File: config.mk
export PLATFORM = sky130hd
export DESIGN_NAME = decode_stage
export DESIGN_NICKNAME = d
export VERILOG_FILES = /design/src/rtl/decode_stage_pkg.sv /design/src/rtl/decode_stage_hazard_unit.sv /design/src/rtl/decode_stage.sv
export SDC_FILE = /design/constraint.sdc
export NUM_CORES = 1
export LEC_CHECK = 0
export CAP_MARGIN = 20
export CORE_MARGIN = 2
export CORE_UTILIZATION = 42
export CTS_BUF_LIST = sky130_fd_sc_hd__clkbuf_16
export DETAILED_ROUTE_END_ITERATION = 16
export PLACE_DENSITY = 0.8
export SYNTH_ARGS = -nofsm -noshare
export SYNTH_HDL_FRONTEND = slang
export SYNTH_SLANG_ARGS = --single-unit
export TNS_END_PERCENT = 30
File: constraint.sdc
create_clock -name clk -period 3.5 [get_ports clk]
set_input_delay 0.875 -clock clk [delete_from_list [all_inputs] [get_ports clk]]
set_output_delay 0.875 -clock clk [all_outputs]
set_load 0.02 [all_outputs]
File: src/rtl/decode_stage_pkg.sv
// Shared pipeline definitions for the decode stage: ALU operations,
// stage-register structs and the opcode/funct7 constants.
package decode_stage_pkg;

    typedef enum logic [3:0] {
        ALU_NONE = 4'd0,
        ALU_ADD  = 4'd1,
        ALU_SUB  = 4'd2,
        ALU_AND  = 4'd3,
        ALU_OR   = 4'd4,
        ALU_XOR  = 4'd5,
        ALU_SLT  = 4'd6,
        ALU_SLTU = 4'd7,
        ALU_SLL  = 4'd8,
        ALU_SRL  = 4'd9,
        ALU_SRA  = 4'd10
    } alu_op_t;

    localparam logic [6:0] OPC_OP_IMM = 7'b0010011;
    localparam logic [6:0] OPC_OP     = 7'b0110011;
    localparam logic [6:0] OPC_LUI    = 7'b0110111;

    localparam logic [6:0] F7_BASE = 7'b0000000;
    localparam logic [6:0] F7_ALT  = 7'b0100000;

    typedef struct packed {
        logic [31:0] instr;
        logic [31:0] pc;
        logic        valid;
    } IF_ID;

    typedef struct packed {
        alu_op_t     alu_op;
        logic [31:0] inst_imm;
        logic        input_a_is_immediate;
        logic [4:0]  reg_wr_addr;
        logic        reg_wr_en;
        logic [31:0] pc;
    } ID_EX;

    typedef struct packed {
        logic [4:0] reg_wr_addr;
        logic       reg_wr_en;
    } EX_WB;

    localparam ID_EX BUBBLE = '0;

    // funct3 mapping shared by OP-IMM and the base-funct7 OP encodings
    function automatic alu_op_t baseAluOp(input logic [2:0] funct3);
        case (funct3)
            3'b000:  baseAluOp = ALU_ADD;
            3'b001:  baseAluOp = ALU_SLL;
            3'b010:  baseAluOp = ALU_SLT;
            3'b011:  baseAluOp = ALU_SLTU;
            3'b100:  baseAluOp = ALU_XOR;
            3'b101:  baseAluOp = ALU_SRL;
            3'b110:  baseAluOp = ALU_OR;
            default: baseAluOp = ALU_AND;
        endcase
    endfunction

endpackage

File: src/rtl/decode_stage_hazard_unit.sv
// Read-after-write hazard compare against the two downstream writers.
module hazard_unit (
    input  logic [4:0] rs1_addr_i,
    input  logic       rs1_used_i,
    input  logic [4:0] rs2_addr_i,
    input  logic       rs2_used_i,
    input  logic [4:0] idex_wr_addr_i,
    input  logic       idex_wr_en_i,
    input  logic [4:0] exwb_wr_addr_i,
    input  logic       exwb_wr_en_i,
    output logic       hazard_o
);

    logic rs1Hit;
    logic rs2Hit;

    // x0 is never a real dependency, so a zero source address never hits
    always_comb begin
        rs1Hit = rs1_used_i && (rs1_addr_i != 5'd0) &&
                 ((idex_wr_en_i && (rs1_addr_i == idex_wr_addr_i)) ||
                  (exwb_wr_en_i && (rs1_addr_i == exwb_wr_addr_i)));
        rs2Hit = rs2_used_i && (rs2_addr_i != 5'd0) &&
                 ((idex_wr_en_i && (rs2_addr_i == idex_wr_addr_i)) ||
                  (exwb_wr_en_i && (rs2_addr_i == exwb_wr_addr_i)));
        hazard_o = rs1Hit || rs2Hit;
    end

endmodule

File: src/rtl/decode_stage.sv
// Instruction decode stage: decodes OP-IMM/OP/LUI into ID_EX, stalls on
// RAW hazards and flags illegal encodings with a bubble.
module decode_stage
    import decode_stage_pkg::*;
(
    input  logic        clk,
    input  logic        reset_n,
    input  IF_ID        if_id_reg,
    input  EX_WB        ex_wb_reg,
    output logic [4:0]  rs1_addr,
    output logic [4:0]  rs2_addr,
    output logic        stall,
    output ID_EX        id_ex_reg,
    output logic        illegal_instr,
    output logic [15:0] stall_count
);

    logic [31:0] instr;
    logic [6:0]  opcode;
    logic [2:0]  funct3;
    logic [6:0]  funct7;

    ID_EX        decoded;
    logic        legal;
    logic        rs1Used;
    logic        rs2Used;
    logic        hazardRaw;
    logic        isIllegal;

    ID_EX        idEx_d, idEx_q;
    logic        illegal_d, illegal_q;
    logic [15:0] stallCount_d, stallCount_q;

    assign instr  = if_id_reg.instr;
    assign opcode = instr[6:0];
    assign funct3 = instr[14:12];
    assign funct7 = instr[31:25];

    // Immediate forms read their single source through port B, leaving A at x0
    always_comb begin
        decoded  = BUBBLE;
        legal    = 1'b0;
        rs1_addr = 5'd0;
        rs2_addr = 5'd0;
        rs1Used  = 1'b0;
        rs2Used  = 1'b0;
        case (opcode)
            OPC_OP_IMM: begin
                legal                        = 1'b1;
                rs2_addr                     = instr[19:15];
                rs2Used                      = 1'b1;
                decoded.input_a_is_immediate = 1'b1;
                decoded.alu_op               = baseAluOp(funct3);
                decoded.inst_imm             = {{20{instr[31]}}, instr[31:20]};
                if (funct3 == 3'b001) begin
                    decoded.inst_imm = {27'd0, instr[24:20]};
                    legal            = (funct7 == F7_BASE);
                end else if (funct3 == 3'b101) begin
                    decoded.inst_imm = {27'd0, instr[24:20]};
                    if (funct7 == F7_ALT) begin
                        decoded.alu_op = ALU_SRA;
                    end else begin
                        legal = (funct7 == F7_BASE);
                    end
                end
            end
            OPC_OP: begin
                rs1_addr = instr[19:15];
                rs2_addr = instr[24:20];
                rs1Used  = 1'b1;
                rs2Used  = 1'b1;
                if (funct7 == F7_BASE) begin
                    legal          = 1'b1;
                    decoded.alu_op = baseAluOp(funct3);
                end else if (funct7 == F7_ALT && funct3 == 3'b000) begin
                    legal          = 1'b1;
                    decoded.alu_op = ALU_SUB;
                end else if (funct7 == F7_ALT && funct3 == 3'b101) begin
                    legal          = 1'b1;
                    decoded.alu_op = ALU_SRA;
                end
            end
            OPC_LUI: begin
                legal                        = 1'b1;
                decoded.alu_op               = ALU_ADD;
                decoded.inst_imm             = {instr[31:12], 12'h000};
                decoded.input_a_is_immediate = 1'b1;
            end
            default: ;
        endcase
        decoded.reg_wr_addr = instr[11:7];
        decoded.reg_wr_en   = (instr[11:7] != 5'd0);
        decoded.pc          = if_id_reg.pc;
    end

    hazard_unit u_hazard (
        .rs1_addr_i     (rs1_addr),
        .rs1_used_i     (rs1Used),
        .rs2_addr_i     (rs2_addr),
        .rs2_used_i     (rs2Used),
        .idex_wr_addr_i (idEx_q.reg_wr_addr),
        .idex_wr_en_i   (idEx_q.reg_wr_en),
        .exwb_wr_addr_i (ex_wb_reg.reg_wr_addr),
        .exwb_wr_en_i   (ex_wb_reg.reg_wr_en),
        .hazard_o       (hazardRaw)
    );

    // Illegal encodings win over hazards; anything not issuing becomes a bubble
    always_comb begin
        isIllegal    = if_id_reg.valid && !legal;
        stall        = if_id_reg.valid && legal && hazardRaw;
        idEx_d       = (if_id_reg.valid && legal && !hazardRaw) ? decoded : BUBBLE;
        illegal_d    = isIllegal;
        stallCount_d = stallCount_q;
        if (stall && stallCount_q != 16'hFFFF) begin
            stallCount_d = stallCount_q + 16'd1;
        end
    end

    always_ff @(posedge clk or negedge reset_n) begin
        if (!reset_n) begin
            idEx_q       <= BUBBLE;
            illegal_q    <= 1'b0;
            stallCount_q <= 16'd0;
        end else begin
            idEx_q       <= idEx_d;
            illegal_q    <= illegal_d;
            stallCount_q <= stallCount_d;
        end
    end

    assign id_ex_reg     = idEx_q;
    assign illegal_instr = illegal_q;
    assign stall_count   = stallCount_q;

endmodule

==> metrics.yaml, run 1 <==
power_and_ir_drop:
  p_total_mw: 2.24
  p_leak_nw: 3.10
  power_density_mw_per_mm2: 328
  vdd_ir_drop_max_mv: 0.212
clocking:
  cts.sink_count: 92
  hold_buffers: 0
  clk-insertion-delay-late_ps: 340
  clock_path_buffers: 2
  clk_pin_slew_worst_paths_ps: 70
  cts_tree: "yes"
  cts_buffers: 9
  htree_num_levels: 3
  cts-root-buf: "clkbuf_16"
placed_design:
  dpl.hpwl_um: 8880
  gp_congestion: 0.852
  numPortBuffers: 175
  place_area_mm2: 0.00632
floorplanning:
  die_height_um: 102
  rows: 35
  io_pins: 176
  die_w_um: 102
  start_util_pct: 43.3
  core-area_mm2: 0.00928
  die_area_mm2: 0.0104
setup_path:
  arrival_ps: 2610
  setup.worst_path.class: "input pin to output port"
  startpoint_type: "input pin"
  crit_path_end_kind: "output port"
  required_ps: 2620
  cp_max_fo: 6
sta:
  worstMarginPinSlew_ps: 781
  fin_skew_ps: 10.3
  clock.fmax_mhz: 287
  tns_ps: 0
  min_period_over_period_pct: 99.5
  slew_viol_final: 0
  fin_crit_ps: 3480
  finalHoldViolCount: 0
  setup_viol: 0
  max_slew_margin_pct: 47.9
yosys:
  synth_edf_count: 0
  syn-mean-instance-area_um2: 11.0
  ys.flop_type: "dfrtp_1"
  ys_ff_latch: 92
  synth_nets: 439
  synth_cell_types: 49
  syn-cell-area_mm2: 0.00402
  yosys_warnings: 0
  async_flop_share_pct: 100
  synth_cells: 365
  yosysSeqAreaShare_pct: 57.2
global_routing:
  grt_pass1_vias: 3704
  grt_antenna_before_repair: 0
  grt-ovfl-total: 0
  grt_max_degree: 66
  grt_pass1_wl_um: 18000
  grt_usage_pct: 22.5
drt:
  wire_per_inst_um: 16.0
  drt-total-wl_um: 11700
  dr.pass1.iters: 4
  via_per_inst: 4.93
  num_vias: 3607
  antenna_left: 0
  drt_iter0_markers: 92
  drc: 0
final_layout:
  seqCellArea_mm2: 0.00230
  fillers: 658
  largest_reg_flops: 75
  design_area_mm2: 0.00681
  fin_nets: 672
  antennaDiodeCount: 0
  area_growth_pct: 69.4
  multi_input_area_mm2: 0.00170
  drive_gt1_share_pct: 18.6
flow_run:
  maxCapViolations: 0
outcome:
  status: "complete, no violations"
worst_hold_path:
  hold_path.class: "flip-flop to flip-flop"
[synth_stat cells, types with 3 or more instances]
library cell | number | area (um2)
dfrtp_1 | 92 | 2300
and2_1 | 40 | 250
nand2_1 | 34 | 128
xnor2_1 | 31 | 272
a21oi_1 | 27 | 135
nor2_1 | 17 | 63.8
and3_1 | 16 | 100
clkbuf_1 | 15 | 56.3
nand4_1 | 12 | 75.1
nand3_1 | 8 | 40.0
nor3_1 | 8 | 40.0
inv_1 | 6 | 22.5
nor4_1 | 5 | 31.3
a31oi_1 | 4 | 25.0
mux2i_1 | 4 | 40.0
buf_2 | 3 | 15.0
buf_6 | 3 | 33.8
nand2b_1 | 3 | 18.8
nor2b_1 | 3 | 18.8
[cells in the final DEF, fill, tap and decap left out, types with 3 or more instances in the layout]
| cell | instances |
|---|---|
| a21oi_1 | 26 |
| a31oi_1 | 4 |
| and2_1 | 40 |
| and3_1 | 16 |
| buf_4 | 66 |
| buf_6 | 3 |
| clkbuf_16 | 9 |
| clkdlybuf4s50_1 | 149 |
| dfrtp_1 | 92 |
| dlygate4sd2_1 | 6 |
| dlymetal6s2s_1 | 18 |
| inv_1 | 6 |
| mux2i_4 | 3 |
| nand2_1 | 33 |
| nand2b_1 | 3 |
| nand3_1 | 8 |
| nand4_1 | 12 |
| nor2_1 | 17 |
| nor2b_1 | 3 |
| nor3_1 | 7 |
| xnor2_1 | 31 |
[power by group]
part,total (mW),internal [mW],switching (mW)
clock network,0.915,0.491,0.424
registers,1.07,1.06,0.000869
logic,0.255,0.146,0.109
total,2.24,1.70,0.534
[critical path, stage by stage]
cell and delay (ps):
dlygate4sd2_1 240, buf_6 150, buf_4 160, mux2i_4 270, xnor2_1 120, nor4_2 410, a21oi_4 100, a21oi_2 150
buf_6 140
[cells by family (layout without fill, tap and decap cells)]
| kind of cell | Yosys count | count (layout) | share of synthesized area (%) |
|---|---|---|---|
| multiplexers | 7 | 7 | 2.12 |
| adder cells (fa/ha/maj) | 1 | 1 | 0.311 |
| AO/OA/AOI/OAI | 47 | 47 | 8.31 |
| flip-flops | 92 | 92 | 57.2 |
| AND/OR/NAND/NOR | 158 | 158 | 21.7 |
| buffers and inverters | 28 | 266 | 3.36 |
| XOR/XNOR | 32 | 32 | 6.97 |
[cell type report]
class / count / share of cell area [%]
clock buffers: 9 / 3.31
inverters: 6 / 0.331
repair buffers: 244 / 34.3
well taps: 129 / 2.37
multi-input cells: 245 / 24.9
clock inverters: 7 / 0.900
flip-flops and latches: 92 / 33.8
[through the flow]
| step | std cells | utilization [%] | worst slack (ps) | hold WS, ps |
|---|---|---|---|---|
| floorplan | 365 | - | 125 | 579 |
| global placement | 712 | 68.1 | -660 | 478 |
| detailed placement | 712 | 68.1 | -667 | 486 |
| CTS | 731 | 71.8 | -99.0 | 496 |
| global route | 732 | 73.4 | -89.0 | 536 |
| finish | 732 | 73.4 | 16.5 | 489 |
[path summary, 6_finish.rpt]
| path | start | end | slack, ps | depth (start not counted) |
|---|---|---|---|---|
| setup reg to reg | id_ex_reg[36] | stall_count[2] | 1220 | 9 |
| min in group asynchronous | reset_n | id_ex_reg[69] | 610 | 1 |
| setup / recovery | if_id_reg[38] | stall | 20 | 9 |
| max in group asynchronous | reset_n | id_ex_reg[37] | 2150 | 2 |
| hold reg to reg | stall_count[9] | stall_count[9] | 490 | 1 |
| hold / removal | stall_count[9] | stall_count[9] | 490 | 1 |
[routing by layer]
metal	global-route usage, %	routed length [um]
met4	7.38	223
met3	4.86	897
met2	39.9	5970
met1	27.4	4620
met5	0	0
[timing repair]
action	CTS	global route
pin swaps	4	15
resized for setup	19	34
buffers inserted	3	1
endpoints found under the setup margin	6	1
(Power assumes the default switching activity.)
==> run 2, diff against run 1 <==
CAP_MARGIN = 25   (was 20)
==> results of run 2 <==
No change in the layout: final DEF, timing and power equal those of run 1.
==> run 3, diff against run 2 <==
PLACE_DENSITY = default   (was 0.8)
PLACE_DENSITY_LB_ADDON = 0.05   (was default)
==> metrics.yaml, run 3 (synthesized netlist as in run 1, its figures left out) <==
outcome:
  status: "complete, no violations"  # unchanged
drt:
  via_per_inst: 4.93  # about the same
  antenna_left: 0  # unchanged
  drc: 0  # unchanged
  drt_iter0_markers: 136  # was 92
  drt-total-wl_um: 11500  # was 11700 um
  wire_per_inst_um: 15.9  # was 16.0 um
  dr.pass1.iters: 4  # unchanged
  num_vias: 3568  # was 3607
sta:
  min_period_over_period_pct: 98.9  # was 99.5%
  slew_viol_final: 0  # unchanged
  worstMarginPinSlew_ps: 591  # was 781 ps
  setup_viol: 0  # unchanged
  fin_skew_ps: 8.31  # was 10.3 ps
  clock.fmax_mhz: 289  # was 287 MHz
  fin_crit_ps: 3460  # was 3480 ps
  max_slew_margin_pct: 60.6  # was 47.9%
  hold_slack_ps: 506  # was 489 ps
  tns_ps: 0  # unchanged
  finalHoldViolCount: 0  # unchanged
clocking:
  clk-insertion-delay-late_ps: 340  # about the same
  cts-root-buf: "clkbuf_16"  # unchanged
  clock_path_buffers: 2  # unchanged
  cts.sink_count: 92  # unchanged
  cts_tree: "yes"  # unchanged
  htree_num_levels: 3  # unchanged
  cts_buffers: 9  # unchanged
  clk_pin_slew_worst_paths_ps: 60  # was 70 ps
setup_path:
  arrival_ps: 2580  # was 2610 ps
  max_stage_delay_ps: 460  # was 410 ps
  setup.worst_path.class: "input pin to output port"  # unchanged
  worstPathCellList: "clkdlybuf4s50_1 > and3b_2 > a311o_1 > a2111oi_4 > a31oi_2 > a21oi_2 > buf_6"  # was dlygate4sd2_1 > buf_6 > buf_4 > mux2i_4 > xnor2_1 > nor4_2 > a21oi_4 > a21oi_2 > buf_6
  cp_slowest_cell: "clkdlybuf4s50_1"  # was nor4_2
  crit_path_end_kind: "output port"  # unchanged
  startpoint_type: "input pin"  # unchanged
  cp_max_fo: 3  # was 6
  required_ps: 2620  # about the same
global_routing:
  grt_max_degree: 49  # was 66
  grt_pass1_vias: 3614  # was 3704
  grt_pass1_wl_um: 17800  # was 18000 um
  grt_usage_pct: 22.4  # was 22.5%
  grt_antenna_before_repair: 1  # was 0
  grt-ovfl-total: 0  # unchanged
floorplanning:
  core-area_mm2: 0.00928  # unchanged
  die_area_mm2: 0.0104  # unchanged
  die_height_um: 102  # unchanged
  die_w_um: 102  # unchanged
  io_pins: 176  # unchanged
  rows: 35  # unchanged
  start_util_pct: 43.3  # unchanged
final_layout:
  instances_no_fill: 723  # was 732
  fin_nets: 662  # was 672
  largest_reg_flops: 75  # unchanged
  drive_gt1_share_pct: 17.0  # was 18.6%
  multi_input_area_mm2: 0.00171  # was 0.00170 mm2
  seqCellArea_mm2: 0.00230  # unchanged
  fillers: 726  # was 658
  final_cell_mix: "154 x clkdlybuf4s50_1, 92 x dfrtp_1, 53 x buf_4, 40 x and2_1, 33 x nand2_1"  # was 149 x clkdlybuf4s50_1, 92 x dfrtp_1, 66 x buf_4, 40 x and2_1, 33 x nand2_1
  postLayoutCoreUtil_pct: 72.9  # was 73.4%
  layout_commonest_cell: "clkdlybuf4s50_1"  # unchanged
  area_growth_pct: 68.3  # was 69.4%
power_and_ir_drop:
  share_comb_of_total_power_pct: 11.1  # was 11.4%
  power_density_mw_per_mm2: 334  # was 328 mW/mm2
  p_total_mw: 2.26  # was 2.24 mW
  p_int_mw: 1.76  # was 1.70 mW
  seq_power_share_pct: 47.1  # was 47.7%
  vdd_ir_drop_max_mv: 0.256  # was 0.212 mV
  switching_share_pct: 22.3  # was 23.9%
  pwr-share-clk_pct: 41.8  # was 40.9%
  p_leak_nw: 3.02  # was 3.10 nW
  switching_power_uw: 505  # was 534 uW
worst_hold_path:
  hold_path.class: "flip-flop to flip-flop"  # unchanged
placed_design:
  numPortBuffers: 175  # unchanged
  gp_congestion: 0.854  # was 0.852
  dpl.hpwl_um: 8610  # was 8880 um
  dp.cells: 707  # was 712
flow_run:
  maxCapViolations: 0  # unchanged
## run 3: final cells by class
type / instances / share of cell area [%]
tap: 129 / 2.38
clock buffer: 9 / 3.33
timing repair buffer: 234 / 33.6
sequential: 92 / 34.0
multi-input combinational: 245 / 25.3
clock inverter: 7 / 0.998
inverter: 6 / 0.333
antenna: 1 / 0.0370
## run 3: final timing paths
kind / start / end / slack (ps) / cells after the start
setup / recovery: if_id_reg[36] / stall / 40 / 7
max in group asynchronous: reset_n / stall_count[10] / 2330 / 2
setup reg to reg: id_ex_reg[36] / stall_count[1] / 1180 / 8
min in group asynchronous: reset_n / id_ex_reg[5] / 530 / 1
hold / removal: stall_count[8] / stall_count[8] / 510 / 1
hold reg to reg: stall_count[8] / stall_count[8] / 510 / 1
## run 3: what timing repair did
item / 4_1_cts / 5_1_grt
pin swaps: 0 / 15
resized for setup: 13 / 40
endpoints found under the setup margin: 11 / 1
buffers inserted: 0 / 0
hold buffers: 0 / 0
## run 3: per-layer routing
layer | part of all wire (%) | track usage [%] | vias up | wire length [um]
met5 | 0 | 0 | - | 0
met4 | 2.2 | 7.79 | 0 | 248
met3 | 6.4 | 6.77 | 23 | 737
met2 | 51 | 38.0 | 123 | 5930
met1 | 40 | 27.2 | 1726 | 4600
li1 | - | - | 1696 | -
## run 3: worst max-delay path: cells and delay by family
| family | cells | cell delay (ps) |
|---|---|---|
| buf+inv | 2 | 600 |
| compound gates | 4 | 880 |
| simple gates | 1 | 240 |
## run 3: power by group through the flow
stage	registers (mW)	clock network (mW)	logic (mW)
6_report	1.07	0.945	0.251
5_1_grt	1.07	1.01	0.271
4_1_cts	1.07	0.965	0.237
3_5_place_dp	1.09	0	0.235
3_3_place_gp	1.09	0	0.228
2_1_floorplan	1.09	0	0.0622
## run 3: stage by stage
step           instance area (um2)  setup WS [ps]
6_report                      6770           40.2
5_1_grt                       6770          -30.7
4_1_cts                       6600           -124
3_5_place_dp                  6310           -767
3_3_place_gp                  6290           -715
2_1_floorplan                 4020            125
